### config.mk
export PLATFORM = sky130hd
export DESIGN_NAME = rr_arbiter_16
export DESIGN_NICKNAME = d
export VERILOG_FILES = /design/src/rtl/rr_arbiter_16_pkg.sv /design/src/rtl/rr_arbiter_16_pick.sv /design/src/rtl/rr_arbiter_16.sv
export SDC_FILE = /design/constraint.sdc
export NUM_CORES = 1
export LEC_CHECK = 0
export ABC_AREA = 1
export CAP_MARGIN = 40
export CORE_ASPECT_RATIO = 1.5
export CORE_MARGIN = 8
export CORE_UTILIZATION = 35
export CTS_CLUSTER_SIZE = 40
export DETAILED_ROUTE_END_ITERATION = 12
export DONT_BUFFER_PORTS = 1
export GPL_ROUTABILITY_DRIVEN = 0
export GPL_TIMING_DRIVEN = 0
export PLACE_DENSITY_LB_ADDON = 0.3
export SYNTH_ARGS = -nofsm -noshare
export SYNTH_HDL_FRONTEND = slang
export SYNTH_SLANG_ARGS = --single-unit
### constraint.sdc
create_clock -name clk -period 3.75 [get_ports clk]
set_input_delay 0.5625 -clock clk [delete_from_list [all_inputs] [get_ports clk]]
set_output_delay 0.5625 -clock clk [all_outputs]
set_load 0.02 [all_outputs]
### src/rtl/rr_arbiter_16_pkg.sv
// Shared constants and types for the 16-way round-robin arbiter.
package arb_pkg;

   localparam int NREQ  = 16;
   localparam int IDX_W = 4;

   typedef enum logic {
      ARB_IDLE = 1'b0,
      ARB_BUSY = 1'b1
   } arb_state_e;

   // One-hot decode of a requester index.
   function automatic logic [NREQ-1:0] idx_to_onehot(input logic [IDX_W-1:0] idx);
      logic [NREQ-1:0] oh;
      oh = '0;
      oh[idx] = 1'b1;
      return oh;
   endfunction

endpackage

### src/rtl/rr_arbiter_16_pick.sv
// Combinational round-robin picker: first set request at or after ptr, wrapping.
module rr_pick16
   import arb_pkg::*;
(
   input  logic [NREQ-1:0]  req,
   input  logic [IDX_W-1:0] ptr,
   output logic [IDX_W-1:0] idx,
   output logic             any
);

   logic [NREQ-1:0]  rot;
   logic [IDX_W-1:0] first;

   // Rotate right by ptr so the highest-priority requester lands on bit 0,
   // take the lowest set bit, then undo the rotation (4-bit add wraps mod 16).
   always_comb begin
      rot   = '0;
      first = '0;
      for (int i = 0; i < NREQ; i++) begin
         rot[i] = req[IDX_W'(i) + ptr];
      end
      for (int i = NREQ - 1; i >= 0; i--) begin
         if (rot[i]) first = IDX_W'(i);
      end
      idx = first + ptr;
      any = |req;
   end

endmodule

### src/rtl/rr_arbiter_16.sv
// Round-robin arbiter driving the select of a 16:1 data mux, with burst hold,
// last-beat / hold-limit / abort release and one idle bubble between grants.
//
//   state    | meaning
//   ARB_IDLE | no grant; re-arbitrate from ptr when any request is present
//   ARB_BUSY | owner holds the mux until last beat, hold limit or abort
module rr_arbiter_16
   import arb_pkg::*;
#(
   parameter int HOLD_MAX = 16
) (
   input  logic             clk,
   input  logic             rst,
   input  logic [NREQ-1:0]  req,
   input  logic [NREQ-1:0]  last,
   input  logic             out_ready,
   output logic [NREQ-1:0]  gnt,
   output logic [IDX_W-1:0] sel,
   output logic             busy,
   output logic             out_valid,
   output logic             out_last
);

   localparam int CNT_W = $clog2(HOLD_MAX + 1);

   arb_state_e       state_q, state_d;
   logic [IDX_W-1:0] ptr_q,   ptr_d;
   logic [IDX_W-1:0] owner_q, owner_d;
   logic [CNT_W-1:0] cnt_q,   cnt_d;
   logic [NREQ-1:0]  gnt_q,   gnt_d;
   logic [IDX_W-1:0] sel_q,   sel_d;
   logic             busy_q,  busy_d;

   logic [IDX_W-1:0] pick_idx;
   logic             pick_any;
   logic             hold_end;
   logic             beat_acc;

   rr_pick16 u_pick (
      .req (req),
      .ptr (ptr_q),
      .idx (pick_idx),
      .any (pick_any)
   );

   // Beat handshake is combinational through the registered owner.
   assign hold_end  = (cnt_q == CNT_W'(HOLD_MAX - 1));
   assign out_valid = (state_q == ARB_BUSY) & req[owner_q];
   assign out_last  = out_valid & (last[owner_q] | hold_end);
   assign beat_acc  = out_valid & out_ready;

   assign gnt  = gnt_q;
   assign sel  = sel_q;
   assign busy = busy_q;

   // Next-state: grant from IDLE, count beats and release from BUSY.
   always_comb begin
      state_d = state_q;
      ptr_d   = ptr_q;
      owner_d = owner_q;
      cnt_d   = cnt_q;
      gnt_d   = gnt_q;
      sel_d   = sel_q;
      busy_d  = busy_q;
      case (state_q)
         ARB_IDLE: begin
            if (pick_any) begin
               state_d = ARB_BUSY;
               owner_d = pick_idx;
               cnt_d   = '0;
               gnt_d   = idx_to_onehot(pick_idx);
               sel_d   = pick_idx;
               busy_d  = 1'b1;
            end
         end
         ARB_BUSY: begin
            // Abort (owner dropped req) or accepted final beat both release.
            if (!req[owner_q] || (beat_acc && out_last)) begin
               state_d = ARB_IDLE;
               ptr_d   = owner_q + IDX_W'(1);
               cnt_d   = '0;
               gnt_d   = '0;
               sel_d   = '0;
               busy_d  = 1'b0;
            end else if (beat_acc) begin
               cnt_d = cnt_q + CNT_W'(1);
            end
         end
         default: begin
            state_d = ARB_IDLE;
            gnt_d   = '0;
            sel_d   = '0;
            busy_d  = 1'b0;
         end
      endcase
   end

   // State and registered outputs, synchronous reset.
   always_ff @(posedge clk) begin
      if (rst) begin
         state_q <= ARB_IDLE;
         ptr_q   <= '0;
         owner_q <= '0;
         cnt_q   <= '0;
         gnt_q   <= '0;
         sel_q   <= '0;
         busy_q  <= 1'b0;
      end else begin
         state_q <= state_d;
         ptr_q   <= ptr_d;
         owner_q <= owner_d;
         cnt_q   <= cnt_d;
         gnt_q   <= gnt_d;
         sel_q   <= sel_d;
         busy_q  <= busy_d;
      end
   end

endmodule

==> flow_metrics.py <==
metrics = {
    "run_status": {
        "status": "completed",
    },
    "finish": {
        "multi_input_area_mm2": 0.00236,
        "num-nets-final": 551,
        "finalInstanceArea_mm2": 0.00377,
        "regArea_um2": 712,
        "final_cell_mix": "nand2_1, nand3_1, dfxtp_1",
        "drive_gt1_frac": 0.219,
        "area_delta_synth_final_pct": 22.5,
        "insertedDiodeCount": 0,
        "final_common_cell": "nand2_1",
        "n_fill_cell": 877,
    },
    "floorplan": {
        "die-area_mm2": 0.0121,
        "start_util": 0.355,
        "coreArea_mm2": 0.00867,
        "pin_count": 58,
        "fp-row-count": 42,
        "die_height_um": 131,
        "chipWidth_um": 92.6,
    },
    "grt": {
        "grt_pass1_vias": 3224,
        "grt_first_pass_wirelength_mm": 15.1,
        "antenna_found_initial": 0,
        "grt_util_all_layers": 0.154,
        "grt_max_degree": 14,
        "grt-ovfl-total": 0,
    },
    "worst_setup_path": {
        "critical_path_class": "register to register",
        "critPathCaptureType": "register",
        "required_ns": 3.97,
        "crit_top_cell": "nand2_1",
        "worstRegToRegCells": 28,
        "max_stage_delay_ns": 0.62,
        "slowest_stage": "fa_2",
        "cp.arrival_ns": 3.78,
        "critPathLaunchType": "register",
        "path_max_fanout": 13,
    },
    "timing": {
        "worst_pin_slew_ns": 0.632,
        "finalHoldViolations": 0,
        "fin_crit_ns": 3.57,
        "worst_clock_skew_ns": 0.00478,
        "rsz0062_at_grt": "true",
        "min_period_over_period": 0.952,
        "setup_slack_ns": 0.182,
        "fmax_mhz": 280,
        "maxSlewHeadroom": 0.577,
        "setup_viol": 0,
        "finalMaxSlewViolations": 0,
    },
    "place": {
        "dp_hpwl_mm": 7.52,
        "place_worst_setup_slack_ns": -0.661,
        "io_buffers": 0,
        "dpl_cell_area_mm2": 0.00323,
    },
    "synth": {
        "yosys_register_bits": 35,
        "synth-adder-area-share": 0.0593,
        "synth_area_leader_cell": "dfxtp_1",
        "syn-instance-count": 481,
        "syn_avg_cell_area_um2": 6.41,
        "synth.distinct_cells": 45,
        "synth-simple-area-share": 0.439,
        "synth-seq-area-share": 0.227,
        "synth-compound-area-share": 0.141,
        "netlist_area_mm2": 0.00308,
        "yosys_warnings": 0,
        "synth_top_family_by_area": "simple AND/OR/NAND/NOR gates",
        "synth_top_area_share": 0.227,
        "synth_area_leaders": "dfxtp_1, nand3_1, nand2_1",
        "syn-num-nets": 530,
        "yosys.area_share.xor_xnor": 0.0447,
        "synthMuxAreaShare": 0,
    },
    "power_and_ir_drop": {
        "power_frac_seq": 0.145,
        "peakVddDrop_v": 0.000449,
        "p_comb_frac": 0.744,
        "sw_frac_of_total": 0.535,
        "switchingPower_mw": 2.05,
        "p_clk_frac": 0.110,
        "p_per_area_mw_per_mm2": 1010,
        "p_int_mw": 1.78,
        "p_leak_nw": 1.66,
    },
    "clock_tree": {
        "cts_tree": "done",
        "cts_buffers": 5,
        "cts_hold_buf": 0,
        "clkLatencyLatePin_ns": 0.27,
        "clkTransAtPathRegs_ns": 0.05,
        "root_buffer": "clkbuf_16",
        "cts-htree-levels": 2,
        "clock_path_buffers": 2,
        "clock-sinks": 35,
    },
    "routing": {
        "vias": 3360,
        "vias_per_cell": 5.48,
        "wl_mm": 9.56,
        "drc": 0,
        "ant_nets": 0,
        "drt_first_pass_iters": 4,
        "wl_per_cell_um": 15.6,
        "first_iter_violations": 208,
    },
    "worst_hold_path": {
        "hold_depth": 1,
        "min_path_type": "input pin to register",
    },
    "run": {
        "drv_cap": 0,
    },
}
-- worst max-delay path, delay by kind of cell, from the launching register on --
kind | cells | cell delay, ns
simple gates | 19 | 1.43
fa+ha+maj | 3 | 1.03
buf+inv | 4 | 0.44
flops | 1 | 0.35
compound gates | 2 | 0.24
-- area by class of cell --
type	count	area share
plain buffers	16	0.0312
clock buffers	8	0.0414
inverters	43	0.0487
multi-input cells	386	0.624
flip-flops and latches	35	0.189
well taps	110	0.0365
repair buffers	15	0.0292
-- power by group through the flow --
stage,logic [mW],clock network (mW),registers [mW]
global placement,2.23,0,0.563
global route,3.15,0.445,0.566
CTS,2.52,0.431,0.560
detailed placement,2.27,0,0.564
finish,2.85,0.423,0.556
floorplan,1.80,0,0.544
-- worst paths after layout --
| check | start | endpoint | slack [ns] |
|---|---|---|---|
| worst min-delay path | rst | cnt_q[0]$_SDFFE_PP0P_ | 0.36 |
| worst max-delay path | ptr_q[1]$_SDFFE_PP0P_ | gnt[6]$_SDFFE_PP0P_ | 0.18 |
| worst max register to register | ptr_q[1]$_SDFFE_PP0P_ | gnt[6]$_SDFFE_PP0P_ | 0.18 |
| worst min register to register | cnt_q[0]$_SDFFE_PP0P_ | cnt_q[0]$_SDFFE_PP0P_ | 0.50 |
-- state kept, by name, indices dropped and copies added (netlist names) --
register	count
state_q	1
owner_q	4
busy	1
sel	4
gnt	16
cnt_q	5
ptr_q	4
-- kinds of logic (layout without fill, tap and decap cells) --
kind of cell             count (synthesis)  in the layout
XOR/XNOR                                14             14
flip-flops                              35             35
buffers and inverters                   60             82
adder cells (fa/ha/maj)                 14             14
AO/OA/AOI/OAI                           74             74
AND/OR/NAND/NOR                        284            284
-- stage by stage --
step                      hold WS, ns  TNS, ns   util  cells  power (mW)
after floorplan                 0.457        0      -    481        2.35
after global placement          0.472    -9.35  0.373    591        2.79
after detailed placement        0.486   -10.68  0.373    591        2.83
after CTS                       0.356        0  0.409    604        3.51
after global routing            0.357   -0.888  0.435    613        4.16
final                           0.363        0  0.435    613        3.83
-- cells in the mapped netlist (all sizes together) --
cell and count:
ha 13, nand3b 1, xnor2 3, dfxtp 35
or2 1, o22ai 2, clkinv 1, inv 42
nor2 34, a211oi 1, nor4 3, nand4 17
o211ai 5, nand3 99, a21boi 1, nor3 1
xor2 11, or4 2, a21oi 27, nand2 125
clkbuf 4, a31oi 5, o221ai 1, o21a 3
buf 13, and3 1, o31ai 1, o21ai 28
fa 1
-- layer usage --
layer	global-route usage	up-vias	wire length [um]
met2	0.309	87	5310
met1	0.143	1563	3480
met5	0	-	0
met3	0.0309	30	393
met4	0.0781	0	376
li1	-	1680	-
-- repair_timing --
item | in CTS | in global routing
resized for setup | 28 | 39
buffers inserted | 5 | 9
hold endpoints to repair | 0 | 0
pin swaps | 6 | 19
endpoints found under the setup margin | 22 | 20
gates cloned | 0 | 1
Power figures use the tool's default switching activity.
